File: src/rtl/hdmi_pkg.sv
// Shared types, fixed lengths and the BCH step used by the HDMI data-island generator.
package hdmi_pkg;

  typedef enum logic [2:0] {
    StIdle,
    StPre,
    StGbl,
    StData,
    StGbt
  } state_e;

  localparam int unsigned PRE_LEN     = 8;
  localparam int unsigned GB_LEN      = 2;
  localparam int unsigned DATA_LEN    = 32;
  localparam int unsigned MAX_PKTS    = 18;
  localparam int unsigned HDR_BITS    = 24;
  localparam int unsigned SUB_BEATS   = 28;
  localparam logic [7:0]  ECC_POLY    = 8'h83;
  localparam logic [3:0]  PREAMBLE_DI = 4'b0101;

  // One LSB-first step of the x^8+x^7+x^6+1 BCH code.
  function automatic logic [7:0] bch_step(input logic [7:0] ecc, input logic b);
    logic [7:0] nxt;
    nxt = ecc >> 1;
    if (ecc[0] ^ b) nxt = nxt ^ ECC_POLY;
    return nxt;
  endfunction

endpackage

File: src/rtl/hdmi_data_island_if.sv
// Packet handshake between the packet source and the data-island generator.
interface hdmi_data_island_if;
  logic         PKT_VALID;
  logic         PKT_READY;
  logic [23:0]  PKT_HB;
  logic [223:0] PKT_PB;

  modport master (output PKT_VALID, output PKT_HB, output PKT_PB, input PKT_READY);
  modport slave  (input PKT_VALID, input PKT_HB, input PKT_PB, output PKT_READY);
endinterface

File: src/rtl/hdmi_bch_ecc.sv
// BCH ECC accumulator: 1 or 2 bits per step, optional clear, and right-shift during emission.
module hdmi_bch_ecc
  import hdmi_pkg::*;
(
  input  logic       clk_i,
  input  logic       rst_ni,
  input  logic       clr_i,
  input  logic       step_i,
  input  logic       shift_i,
  input  logic       two_i,
  input  logic [1:0] bits_i,
  output logic [7:0] ecc_o
);

  logic [7:0] ecc_q, ecc_d;
  logic [7:0] base, one;

  // Clear folds into the same cycle so a freshly accepted packet can step immediately.
  always_comb begin
    base  = clr_i ? 8'h00 : ecc_q;
    one   = bch_step(base, bits_i[0]);
    ecc_d = base;
    if (step_i) begin
      ecc_d = two_i ? bch_step(one, bits_i[1]) : one;
    end else if (shift_i) begin
      ecc_d = two_i ? (base >> 2) : (base >> 1);
    end
  end

  always_ff @(posedge clk_i or negedge rst_ni) begin
    if (!rst_ni) ecc_q <= 8'h00;
    else         ecc_q <= ecc_d;
  end

  assign ecc_o = ecc_q;

endmodule

File: src/rtl/hdmi_data_island.sv
// HDMI data-island sequencer: preamble, guard bands, 32 TERC4 data cycles with BCH ECC.
// Define HDMI_DI_MULTI_PKT_EN to allow up to MAX_PKTS back-to-back packets per island.
module hdmi_data_island
  import hdmi_pkg::*;
(
  input  logic               CLK,
  input  logic               RST_N,
  input  logic               START,
  input  logic               HSYNC,
  input  logic               VSYNC,
  hdmi_data_island_if.slave  pkt,
  output logic               PREAMBLE,
  output logic [3:0]         CTL,
  output logic               GUARD,
  output logic               ADE,
  output logic [3:0]         AUX0,
  output logic [3:0]         AUX1,
  output logic [3:0]         AUX2,
  output logic               BUSY
);

  state_e            state_q, state_d;
  logic [4:0]        cnt_q, cnt_d;
  logic              accept_idle, accept_data, accept;
  logic [23:0]       hdr_q, hdr_d, hdr_src;
  logic [3:0][55:0]  pb_q, pb_d, pb_src;
  logic              hdr_bit, hdr_step, hdr_shift, sub_step, sub_shift;
  logic [3:0][1:0]   sub_bits;
  logic [7:0]        hdr_ecc;
  logic [3:0][7:0]   sub_ecc;

  logic              preamble_q, preamble_d, guard_q, guard_d, ade_q, ade_d, busy_q, busy_d;
  logic [3:0]        ctl_q, ctl_d, aux0_q, aux0_d, aux1_q, aux1_d, aux2_q, aux2_d;

  assign accept_idle   = (state_q == StIdle) && START && pkt.PKT_VALID;
  assign accept        = accept_idle || accept_data;
  assign pkt.PKT_READY = accept;

`ifdef HDMI_DI_MULTI_PKT_EN
  logic [4:0] pkt_cnt_q, pkt_cnt_d;

  assign accept_data = (state_q == StData) && (cnt_q == 5'(DATA_LEN - 1)) && pkt.PKT_VALID &&
                       (pkt_cnt_q < 5'(MAX_PKTS));

  always_comb begin
    pkt_cnt_d = pkt_cnt_q;
    if (accept_idle)      pkt_cnt_d = 5'd1;
    else if (accept_data) pkt_cnt_d = pkt_cnt_q + 5'd1;
  end

  always_ff @(posedge CLK or negedge RST_N) begin
    if (!RST_N) pkt_cnt_q <= 5'd0;
    else        pkt_cnt_q <= pkt_cnt_d;
  end
`else
  assign accept_data = 1'b0;
`endif

  always_comb begin
    state_d = state_q;
    cnt_d   = cnt_q + 5'd1;
    unique case (state_q)
      StIdle: begin
        cnt_d = 5'd0;
        if (accept_idle) state_d = StPre;
      end
      StPre: if (cnt_q == 5'(PRE_LEN - 1)) begin
        state_d = StGbl;
        cnt_d   = 5'd0;
      end
      StGbl: if (cnt_q == 5'(GB_LEN - 1)) begin
        state_d = StData;
        cnt_d   = 5'd0;
      end
      StData: if (cnt_q == 5'(DATA_LEN - 1)) begin
        state_d = accept_data ? StData : StGbt;
        cnt_d   = 5'd0;
      end
      StGbt: if (cnt_q == 5'(GB_LEN - 1)) begin
        state_d = StIdle;
        cnt_d   = 5'd0;
      end
      default: begin
        state_d = StIdle;
        cnt_d   = 5'd0;
      end
    endcase
  end

  // Outputs are registered, so data for cycle k is produced while moving into it (state_d/cnt_d).
  always_comb begin
    hdr_src   = accept ? pkt.PKT_HB : hdr_q;
    hdr_d     = hdr_src;
    hdr_bit   = 1'b0;
    hdr_step  = 1'b0;
    hdr_shift = 1'b0;
    sub_step  = 1'b0;
    sub_shift = 1'b0;
    sub_bits  = '0;
    for (int i = 0; i < 4; i++) begin
      pb_src[i] = accept ? pkt.PKT_PB[56*i +: 56] : pb_q[i];
    end
    pb_d = pb_src;
    if (state_d == StData) begin
      if (cnt_d < 5'(HDR_BITS)) begin
        hdr_bit  = hdr_src[0];
        hdr_d    = hdr_src >> 1;
        hdr_step = 1'b1;
      end else begin
        hdr_bit   = hdr_ecc[0];
        hdr_shift = 1'b1;
      end
      sub_step  = (cnt_d < 5'(SUB_BEATS));
      sub_shift = !sub_step;
      for (int i = 0; i < 4; i++) begin
        if (sub_step) begin
          sub_bits[i] = pb_src[i][1:0];
          pb_d[i]     = pb_src[i] >> 2;
        end else begin
          sub_bits[i] = sub_ecc[i][1:0];
        end
      end
    end
  end

  hdmi_bch_ecc u_hdr_ecc (
    .clk_i   (CLK),
    .rst_ni  (RST_N),
    .clr_i   (accept),
    .step_i  (hdr_step),
    .shift_i (hdr_shift),
    .two_i   (1'b0),
    .bits_i  ({1'b0, hdr_bit}),
    .ecc_o   (hdr_ecc)
  );

  for (genvar g = 0; g < 4; g++) begin : g_sub_ecc
    hdmi_bch_ecc u_sub_ecc (
      .clk_i   (CLK),
      .rst_ni  (RST_N),
      .clr_i   (accept),
      .step_i  (sub_step),
      .shift_i (sub_shift),
      .two_i   (1'b1),
      .bits_i  (sub_bits[g]),
      .ecc_o   (sub_ecc[g])
    );
  end

  always_comb begin
    preamble_d = 1'b0;
    ctl_d      = 4'h0;
    guard_d    = 1'b0;
    ade_d      = 1'b0;
    aux0_d     = 4'h0;
    aux1_d     = 4'h0;
    aux2_d     = 4'h0;
    busy_d     = (state_d != StIdle);
    unique case (state_d)
      StPre: begin
        preamble_d = 1'b1;
        ctl_d      = PREAMBLE_DI;
      end
      StGbl, StGbt: begin
        guard_d = 1'b1;
        aux0_d  = {2'b11, VSYNC, HSYNC};
      end
      StData: begin
        ade_d  = 1'b1;
        aux0_d = {cnt_d != 5'd0, hdr_bit, VSYNC, HSYNC};
        for (int i = 0; i < 4; i++) begin
          aux1_d[i] = sub_bits[i][0];
          aux2_d[i] = sub_bits[i][1];
        end
      end
      default: ;
    endcase
  end

  always_ff @(posedge CLK or negedge RST_N) begin
    if (!RST_N) begin
      state_q    <= StIdle;
      cnt_q      <= 5'd0;
      hdr_q      <= '0;
      pb_q       <= '0;
      preamble_q <= 1'b0;
      ctl_q      <= 4'h0;
      guard_q    <= 1'b0;
      ade_q      <= 1'b0;
      aux0_q     <= 4'h0;
      aux1_q     <= 4'h0;
      aux2_q     <= 4'h0;
      busy_q     <= 1'b0;
    end else begin
      state_q    <= state_d;
      cnt_q      <= cnt_d;
      hdr_q      <= hdr_d;
      pb_q       <= pb_d;
      preamble_q <= preamble_d;
      ctl_q      <= ctl_d;
      guard_q    <= guard_d;
      ade_q      <= ade_d;
      aux0_q     <= aux0_d;
      aux1_q     <= aux1_d;
      aux2_q     <= aux2_d;
      busy_q     <= busy_d;
    end
  end

  assign PREAMBLE = preamble_q;
  assign CTL      = ctl_q;
  assign GUARD    = guard_q;
  assign ADE      = ade_q;
  assign AUX0     = aux0_q;
  assign AUX1     = aux1_q;
  assign AUX2     = aux2_q;
  assign BUSY     = busy_q;

endmodule

File: src/flat_wrapper.sv
// flat-port wrapper written by rule: the top's interface ports become plain ports
module hdmi_data_island_flat import hdmi_pkg::*;
  (CLK, RST_N, START, HSYNC, VSYNC, PREAMBLE, CTL, GUARD, ADE, AUX0, AUX1, AUX2, BUSY, pkt_PKT_VALID, pkt_PKT_HB, pkt_PKT_PB, pkt_PKT_READY);
  hdmi_data_island_if pkt_i ();
  input  logic CLK;
  input  logic RST_N;
  input  logic START;
  input  logic HSYNC;
  input  logic VSYNC;
  output logic PREAMBLE;
  output logic [3:0] CTL;
  output logic GUARD;
  output logic ADE;
  output logic [3:0] AUX0;
  output logic [3:0] AUX1;
  output logic [3:0] AUX2;
  output logic BUSY;
  input wire logic [$bits(pkt_i.PKT_VALID)-1:0] pkt_PKT_VALID;
  input wire logic [$bits(pkt_i.PKT_HB)-1:0] pkt_PKT_HB;
  input wire logic [$bits(pkt_i.PKT_PB)-1:0] pkt_PKT_PB;
  output wire logic [$bits(pkt_i.PKT_READY)-1:0] pkt_PKT_READY;
  assign pkt_i.PKT_VALID = pkt_PKT_VALID;
  assign pkt_i.PKT_HB = pkt_PKT_HB;
  assign pkt_i.PKT_PB = pkt_PKT_PB;
  assign pkt_PKT_READY = pkt_i.PKT_READY;
  hdmi_data_island u_core (.CLK(CLK), .RST_N(RST_N), .START(START), .HSYNC(HSYNC), .VSYNC(VSYNC), .pkt(pkt_i), .PREAMBLE(PREAMBLE), .CTL(CTL), .GUARD(GUARD), .ADE(ADE), .AUX0(AUX0), .AUX1(AUX1), .AUX2(AUX2), .BUSY(BUSY));
endmodule
File: config.mk
export PLATFORM = sky130hd
export DESIGN_NAME = hdmi_data_island_flat
export DESIGN_NICKNAME = d
export VERILOG_FILES = /design/src/rtl/hdmi_pkg.sv /design/src/rtl/hdmi_data_island_if.sv /design/src/rtl/hdmi_bch_ecc.sv /design/src/rtl/hdmi_data_island.sv /design/src/flat_wrapper.sv
export SDC_FILE = /design/constraint.sdc
export NUM_CORES = 1
export LEC_CHECK = 0
export CAP_MARGIN = 5
export CORE_MARGIN = 3
export CORE_UTILIZATION = 32
export DETAILED_ROUTE_END_ITERATION = 7
export PLACE_DENSITY = 0.6
export SYNTH_ARGS = -nofsm -noshare
export SYNTH_HDL_FRONTEND = slang
export SYNTH_SLANG_ARGS = --single-unit
File: constraint.sdc
create_clock -name CLK -period 2.93 [get_ports CLK]
set_input_delay 0.4395 -clock CLK [delete_from_list [all_inputs] [get_ports CLK]]
set_output_delay 0.4395 -clock CLK [all_outputs]
set_load 0.01 [all_outputs]
Word-level counts from Yosys, hierarchy flattened
Cells that the tools add are included.
Storage, ports and cells
  output and inout bits: 21
  input port bits: 254
  bits in registers: 315
  logic and storage cells: 126
Cells by class
  add/subtract/negate cells: 1
  mux-type cells: 66
  reductions and logical operators: 8
  bitwise gates (word level): 18
  magnitude comparators: 2
  equality and inequality tests: 11
Operators with widths (count)
  56-bit 2-to-1 mux: 8
  224-bit 2-to-1 mux: 1
  8-bit 2-to-1 mux: 25
  24-bit 2-to-1 mux: 3
  2-bit NOT with 3-bit output: 9
  3-bit 2-to-1 mux: 6
  5-bit 2-to-1 mux: 3
  3-bit case mux with 5 select lines: 1
  5-bit case mux with 3 select lines: 1
  3-bit by 2-bit equality test with 1-bit output, second input constant: 4
  1-bit 2-to-1 mux: 11
  5-bit < comparator, second input constant: 2
  1-bit bitwise XOR: 9
  2-bit 2-to-1 mux: 4
  4-bit 2-to-1 mux: 2
  4-bit case mux with 2 select lines: 1
  3-bit by 1-bit equality test with 1-bit output, second input constant: 2
  3-bit equality test, second input constant: 2
  5-bit by 1-bit adder with 5-bit output, second input constant: 1
  5-bit by 1-bit equality test with 1-bit output, second input constant: 1
  5-bit by 3-bit equality test with 1-bit output, second input constant: 1
  5-bit equality test, second input constant: 1
  5-bit nonzero test: 1
  2-bit OR reduction: 2
  4 further kinds: 5

Logic depth before layout (Yosys ltp)
  word-level depth: 12
  mapped depth: 13
  depth with buffers taken out: 10

Modules after synthesis
Synthesis repeated with hierarchy kept, for this count alone.
Unflattened totals
  cell total of the unflattened synthesis: 1496
  area total of the unflattened synthesis: 15859.0 µm²
By module, submodules not included
  hdmi_data_island: instances 1, area each 12295.5 µm², cells an instance 1070, seq. area each 6806.5 µm²
  hdmi_bch_ecc at u_core.g_sub_ecc[0].u_sub_ecc ...: instances 4, area each 749.5 µm², cells an instance 91, seq. area each 200.2 µm²
  hdmi_bch_ecc at u_core.u_hdr_ecc: instances 1, area each 565.5 µm², cells an instance 62, seq. area each 200.2 µm²

Worst setup path before layout
Ideal clock, no wire load.
  path type: register -> register
  start point: register u_core.cnt_q[0]
  end point: register u_core.g_sub_ecc[1].u_sub_ecc.ecc_q[1]
  path buffers: 1
  slack: -0.026 ns
  cell stages (with the launch flop): 12
  data required time: 2.862 ns
  arrival: 2.888 ns
  library setup time: 0.068 ns
  clock period less this slack: 2.956 ns
  path through: dfrtp_1 > ha_1 > and3_1 > ha_1 > a21boi_0 > o211ai_1 > a211o_1 > buf_6 > a211o_1 > a211o_1 > mux2_1 > nand3_1
Between the ends
  word-level cells in the longest chain between the ends: 11
  elaborated cells between the ends (all ways): 26
  classes of those cells: 1 x add/sub; 1 x order compare; 4 x eq/ne; 17 x mux; 2 x bitwise; 1 x reduce/logical
RTL lines
  start, declared: line hdmi_data_island.sv:23  | logic [4:0] cnt_q, cnt_d;
  start signal, assigned: line hdmi_data_island.sv:196  | cnt_q <= cnt_d;
  5-bit by 1-bit adder with 5-bit output (tied with other cells): line hdmi_data_island.sv:61  | cnt_d = cnt_q + 5'd1;
  5-bit 2-to-1 mux (on tied branches)
  5-bit case mux with 3 select lines: line hdmi_data_island.sv:62  | unique case (state_q)
  5-bit < comparator: line hdmi_data_island.sv:113  | sub_step = (cnt_d < 5'(SUB_BEATS));
  2-bit 2-to-1 mux: line hdmi_data_island.sv:116  | if (sub_step) begin
  8-bit 2-to-1 mux: line hdmi_data_island.sv:104  | if (state_d == StData) begin
  1-bit bitwise XOR: line hdmi_pkg.sv:25  | if (ecc[0] ^ b) nxt = nxt ^ ECC_POLY;
  8-bit 2-to-1 mux: line hdmi_pkg.sv:25
  1-bit bitwise XOR: line hdmi_pkg.sv:25
  8-bit 2-to-1 mux: line hdmi_pkg.sv:25
  8-bit 2-to-1 mux (*): line hdmi_bch_ecc.sv:23  | if (step_i) begin
  net u_core.g_sub_ecc[1].u_sub_ecc.ecc_d[1]: line hdmi_bch_ecc.sv:15  | logic [7:0] ecc_q, ecc_d;
  end signal, assigned: line hdmi_bch_ecc.sv:31  | if (!rst_ni) ecc_q <= 8'h00;
  end signal, assigned: line hdmi_bch_ecc.sv:32  | else ecc_q <= ecc_d;
  end, declared: line hdmi_bch_ecc.sv:15
The timed path passes the listed nets; every way through them passes the cells marked *.

Worst setup path after layout
  start point: register u_core.cnt_q[0]
  end point: register u_core.g_sub_ecc[0].u_sub_ecc.ecc_q[1]
Between the ends
  word-level cells in the longest chain between the ends: 11
  elaborated cells between the ends (all ways): 26
  classes of those cells: 1 x add/sub; 1 x order compare; 4 x eq/ne; 17 x mux; 2 x bitwise; 1 x reduce/logical
RTL lines (line)
  5-bit by 1-bit adder with 5-bit output (tied with other cells): hdmi_data_island.sv:61
  5-bit 2-to-1 mux (on tied branches)
  5-bit case mux with 3 select lines: hdmi_data_island.sv:62
  5-bit < comparator: hdmi_data_island.sv:113
  2-bit 2-to-1 mux: hdmi_data_island.sv:116
  8-bit 2-to-1 mux: hdmi_data_island.sv:104
  1-bit bitwise XOR: hdmi_pkg.sv:25
  8-bit 2-to-1 mux: hdmi_pkg.sv:25
  1-bit bitwise XOR: hdmi_pkg.sv:25
  8-bit 2-to-1 mux: hdmi_pkg.sv:25
  8-bit 2-to-1 mux (*): hdmi_bch_ecc.sv:23
  net u_core.g_sub_ecc[0].u_sub_ecc.ecc_d[1]: hdmi_bch_ecc.sv:15
  end signal, assigned: hdmi_bch_ecc.sv:31
  end signal, assigned: hdmi_bch_ecc.sv:32
  end, declared: hdmi_bch_ecc.sv:15
Marked as above.

==> impl_metrics.toml <==
[power]
combinationalPowerShare = 0.156
vdd_drop_max_v = 0.000332
p_per_area_nw_per_um2 = 536
p_clk_frac = 0.415
p_switching_mw = 3.03
finalPower_mw = 12.0
intPower_mw = 9.01
p_seq_frac = 0.428
leakagePower_nw = 10.4
p_sw_frac = 0.252

[yosys]
yosysWarningCount = 0
synth_common_cells = "nand2_1 (963), dfrtp_1 (312), a31oi_1 (219), and3_1 (219), clkbuf_1 (110)"
yosys_register_bits = 312
ys_top_cells_by_area = "dfrtp_1 (46%), nand2_1 (21%), a31oi_1 (8.1%), and3_1 (8.1%), mux2i_1 (4.3%)"
syn_avg_cell_area_um2 = 7.81
synthCells = 2170
synth_area_um2 = 16900
ys_types = 49
synth.most_common_cell = "nand2_1"
ys_async_sr_fraction = 1.00
yosys.area.top_type = "dfrtp_1"
yosysTopAreaCellShare = 0.461
ys_seq_area_frac = 0.461
synth_ff_type = "dfrtp_1"
synth-edff-count = 0

[clock_tree]
htree_levels = 2
cts_tree = "built"
clock_latency_ns = 0.54
cts_buffers = 38
cts.clk_slew.worst_paths_ns = 0.06
cts_buffer_depth = 3
clockRootBuffer = "clkbuf_16"
clock_sinks = 312

[place]
place_area_um2 = 20600
gp_congestion = 0.795
hpwl_mm = 31.6
numPortBuffers = 272

[critical_path]
reg2reg_from = "u_core.cnt_q[0]"
cp_data_required_time_ns = 3.41
crit_arrival_ns = 3.35
slowest_delay_ns = 0.50
crit_type = "flop to flop"
start_kind = "flop"
rr_endpoint = "u_core.g_sub_ecc[0].u_sub_ecc.ecc_o[1]"
crit_buf_inv = 3
r2r_cells = 11
path_cells = "buf_4 -> ha_1 -> or4b_4 -> mux2i_4 -> nand2_2 -> buf_8 -> buf_6 -> nor4_4 -> a211o_1 -> mux2_2 -> nand3_1"
path_delay_family = "simple AND/OR/NAND/NOR gates"
worst_path_max_delay_cell = "or4b_4"
critPathCaptureType = "flop"
r2r_slack_ns = 0.06
cp_max_fo = 30

[drt]
drtAntennaViolNets = 0
via_count = 15774
routedWlPerCell_um = 15.9
drtIter0Drc = 1142
drc_errors = 0
drt_first_pass_iters = 8
viasPerCell = 5.07
routed_wl_mm = 49.3

[floorplan]
die_y_um = 236
initial_utilization = 0.327
placementRows = 83
die_area_um2 = 55700
fp.coreArea_um2 = 51800
ios = 275
die-width_um = 236

[layout]
fin_area_um2 = 22500
fin_util = 0.434
drive_above_1_share = 0.0742
area_growth_pct = 32.6
final_nets = 2655

[grt]
grt_overflow = 0
grt_pass1_wl_mm = 79.0
grt_antenna_before_repair = 3
grt_use_total = 0.169
grt_max_degree = 132
grt_pass1_vias = 15236

[timing]
maxSlewViolCount = 0
finClkSkew_ns = 0.0108
finalHoldViolations = 0
finalCriticalPeriod_ns = 2.87
rsz0062_at_grt = "yes"
clock.fmax_mhz = 348
tightestPinTransition_ns = 0.762
relSlewSlack = 0.492
period_share = 0.980
final-setup-viol-count = 0

[min_path]
holdPathEnd = "u_core.AUX0[1]"
holdPathStages = 2
hold_path.class = "primary input to flop"
min-delay-start = "VSYNC"

[status]
outcome = "finished, final reports clean"

[run]
max-cap-violations = 0
-- flip-flops by register name (all words and copies together) (netlist names) --
signal	cells
u_core.state_q	3
u_core.GUARD	1
u_core.AUX2	4
u_core.cnt_q	5
u_core.AUX0	4
u_core.pb_q	224
u_core.AUX1	4
u_core.u_hdr_ecc.ecc_o	8
u_core.BUSY	1
u_core.ADE	1
u_core.g_sub_ecc.u_sub_ecc.ecc_o	32
u_core.hdr_q	24
u_core.CTL	1
-- layer usage --
layer  vias to the layer above  GRT usage  routed length (µm)
li1                       7776          -                   -
met1                      7562      0.228               22300
met2                       356      0.276               23500
met3                        78     0.0282                2280
met4                         2     0.0533                1150
met5                         -          0                  13
-- power by group through the flow --
stage | Clock, mW | Combinational [mW] | Sequential [mW]
6_report | 5.00 | 1.88 | 5.16
5_1_grt | 5.36 | 2.13 | 5.22
4_1_cts | 5.18 | 1.88 | 5.15
3_5_place_dp | 0 | 1.85 | 5.23
3_3_place_gp | 0 | 1.80 | 5.21
2_1_floorplan | 0 | 1.09 | 5.15
-- timing repair --
action,CTS,global route
resized for setup,6,32
gates cloned,1,4
setup endpoints to repair,218,233
hold buffers,1,0
buffers inserted,10,11
endpoints found under the hold margin,69,0
pin swaps,2,10
-- kinds of logic after synthesis --
group,Yosys count,synth area share
buffers and inverters,187,0.0473
AO/OA/AOI/OAI,317,0.117
XOR/XNOR,22,0.0114
other,1,0.000221
multiplexers,76,0.0451
AND/OR/NAND/NOR,1252,0.316
flip-flops,312,0.461
adder cells (fa/ha/maj),3,0.00222
-- worst reg2reg max path: cells and delay by family, from the launching register on --
family,cells,cell delay [ns]
compound gates,1,0.21
buf+inv,3,0.54
simple gates,4,1.01
flops,1,0.39
mux,2,0.54
fa+ha+maj,1,0.14
-- metrics by stage --
stage / cells / worst slack, ns / hold slack [ns] / TNS [ns]
6_report: 3109 / 0.0582 / 0.480 / 0
5_1_grt: 3107 / -0.0354 / 0.460 / -0.618
4_1_cts: 3094 / 0.00591 / 0.429 / 0
3_5_place_dp: 3013 / -0.134 / 0.485 / -11.08
3_3_place_gp: 3013 / -0.0173 / 0.482 / -0.301
2_1_floorplan: 2171 / 0.00840 / 0.144 / 0
-- worst max path at each step --
stage	start	end	slack (ns)	cells past startpoint
after floorplan	u_core.cnt_q[0]	u_core.g_sub_ecc[1].u_sub_ecc.ecc_o[1]	0.008	11
after global placement	u_core.cnt_q[1]	u_core.pb_q[137]	-0.02	10
after detailed placement	u_core.cnt_q[2]	u_core.pb_q[146]	-0.13	10
after CTS	u_core.cnt_q[0]	u_core.g_sub_ecc[1].u_sub_ecc.ecc_o[1]	0.006	12
after global routing	u_core.cnt_q[1]	u_core.g_sub_ecc[1].u_sub_ecc.ecc_o[1]	-0.04	13
final	u_core.cnt_q[0]	u_core.g_sub_ecc[0].u_sub_ecc.ecc_o[1]	0.06	11
-- final cells by class --
type | count | area, µm²
repair buffers | 365 | 3960
well taps | 680 | 851
clock buffers | 57 | 1140
multi-input cells | 1672 | 8470
flip-flops and latches | 312 | 7810
fillers | 5160 | 29400
inverters | 9 | 43.8
clock inverters | 12 | 191
diodes | 2 | 5.00
-- layout by cell type (no fill, tap or decap), types with 4 or more instances in the layout --
cell | Yosys | routed
nor3_1 | 6 | 6
buf_6 | 2 | 4
a31oi_1 | 219 | 219
clkbuf_16 | 0 | 44
mux2i_1 | 73 | 72
o21ai_0 | 21 | 21
clkdlybuf4s50_1 | 0 | 271
nand3_1 | 20 | 18
o211ai_1 | 4 | 4
clkinv_2 | 0 | 5
buf_4 | 9 | 52
and3_1 | 219 | 218
bufinv_16 | 0 | 5
a21oi_1 | 43 | 40
and2_1 | 4 | 4
buf_12 | 0 | 24
a211o_1 | 5 | 5
nor2_1 | 20 | 19
nand2_1 | 963 | 962
clkbuf_8 | 0 | 5
inv_1 | 7 | 7
dfrtp_1 | 312 | 312
clkbuf_1 | 110 | 11
xnor2_1 | 13 | 13
a311oi_1 | 4 | 4
xor2_1 | 9 | 9
buf_16 | 0 | 6
(Power assumes the default switching activity.)
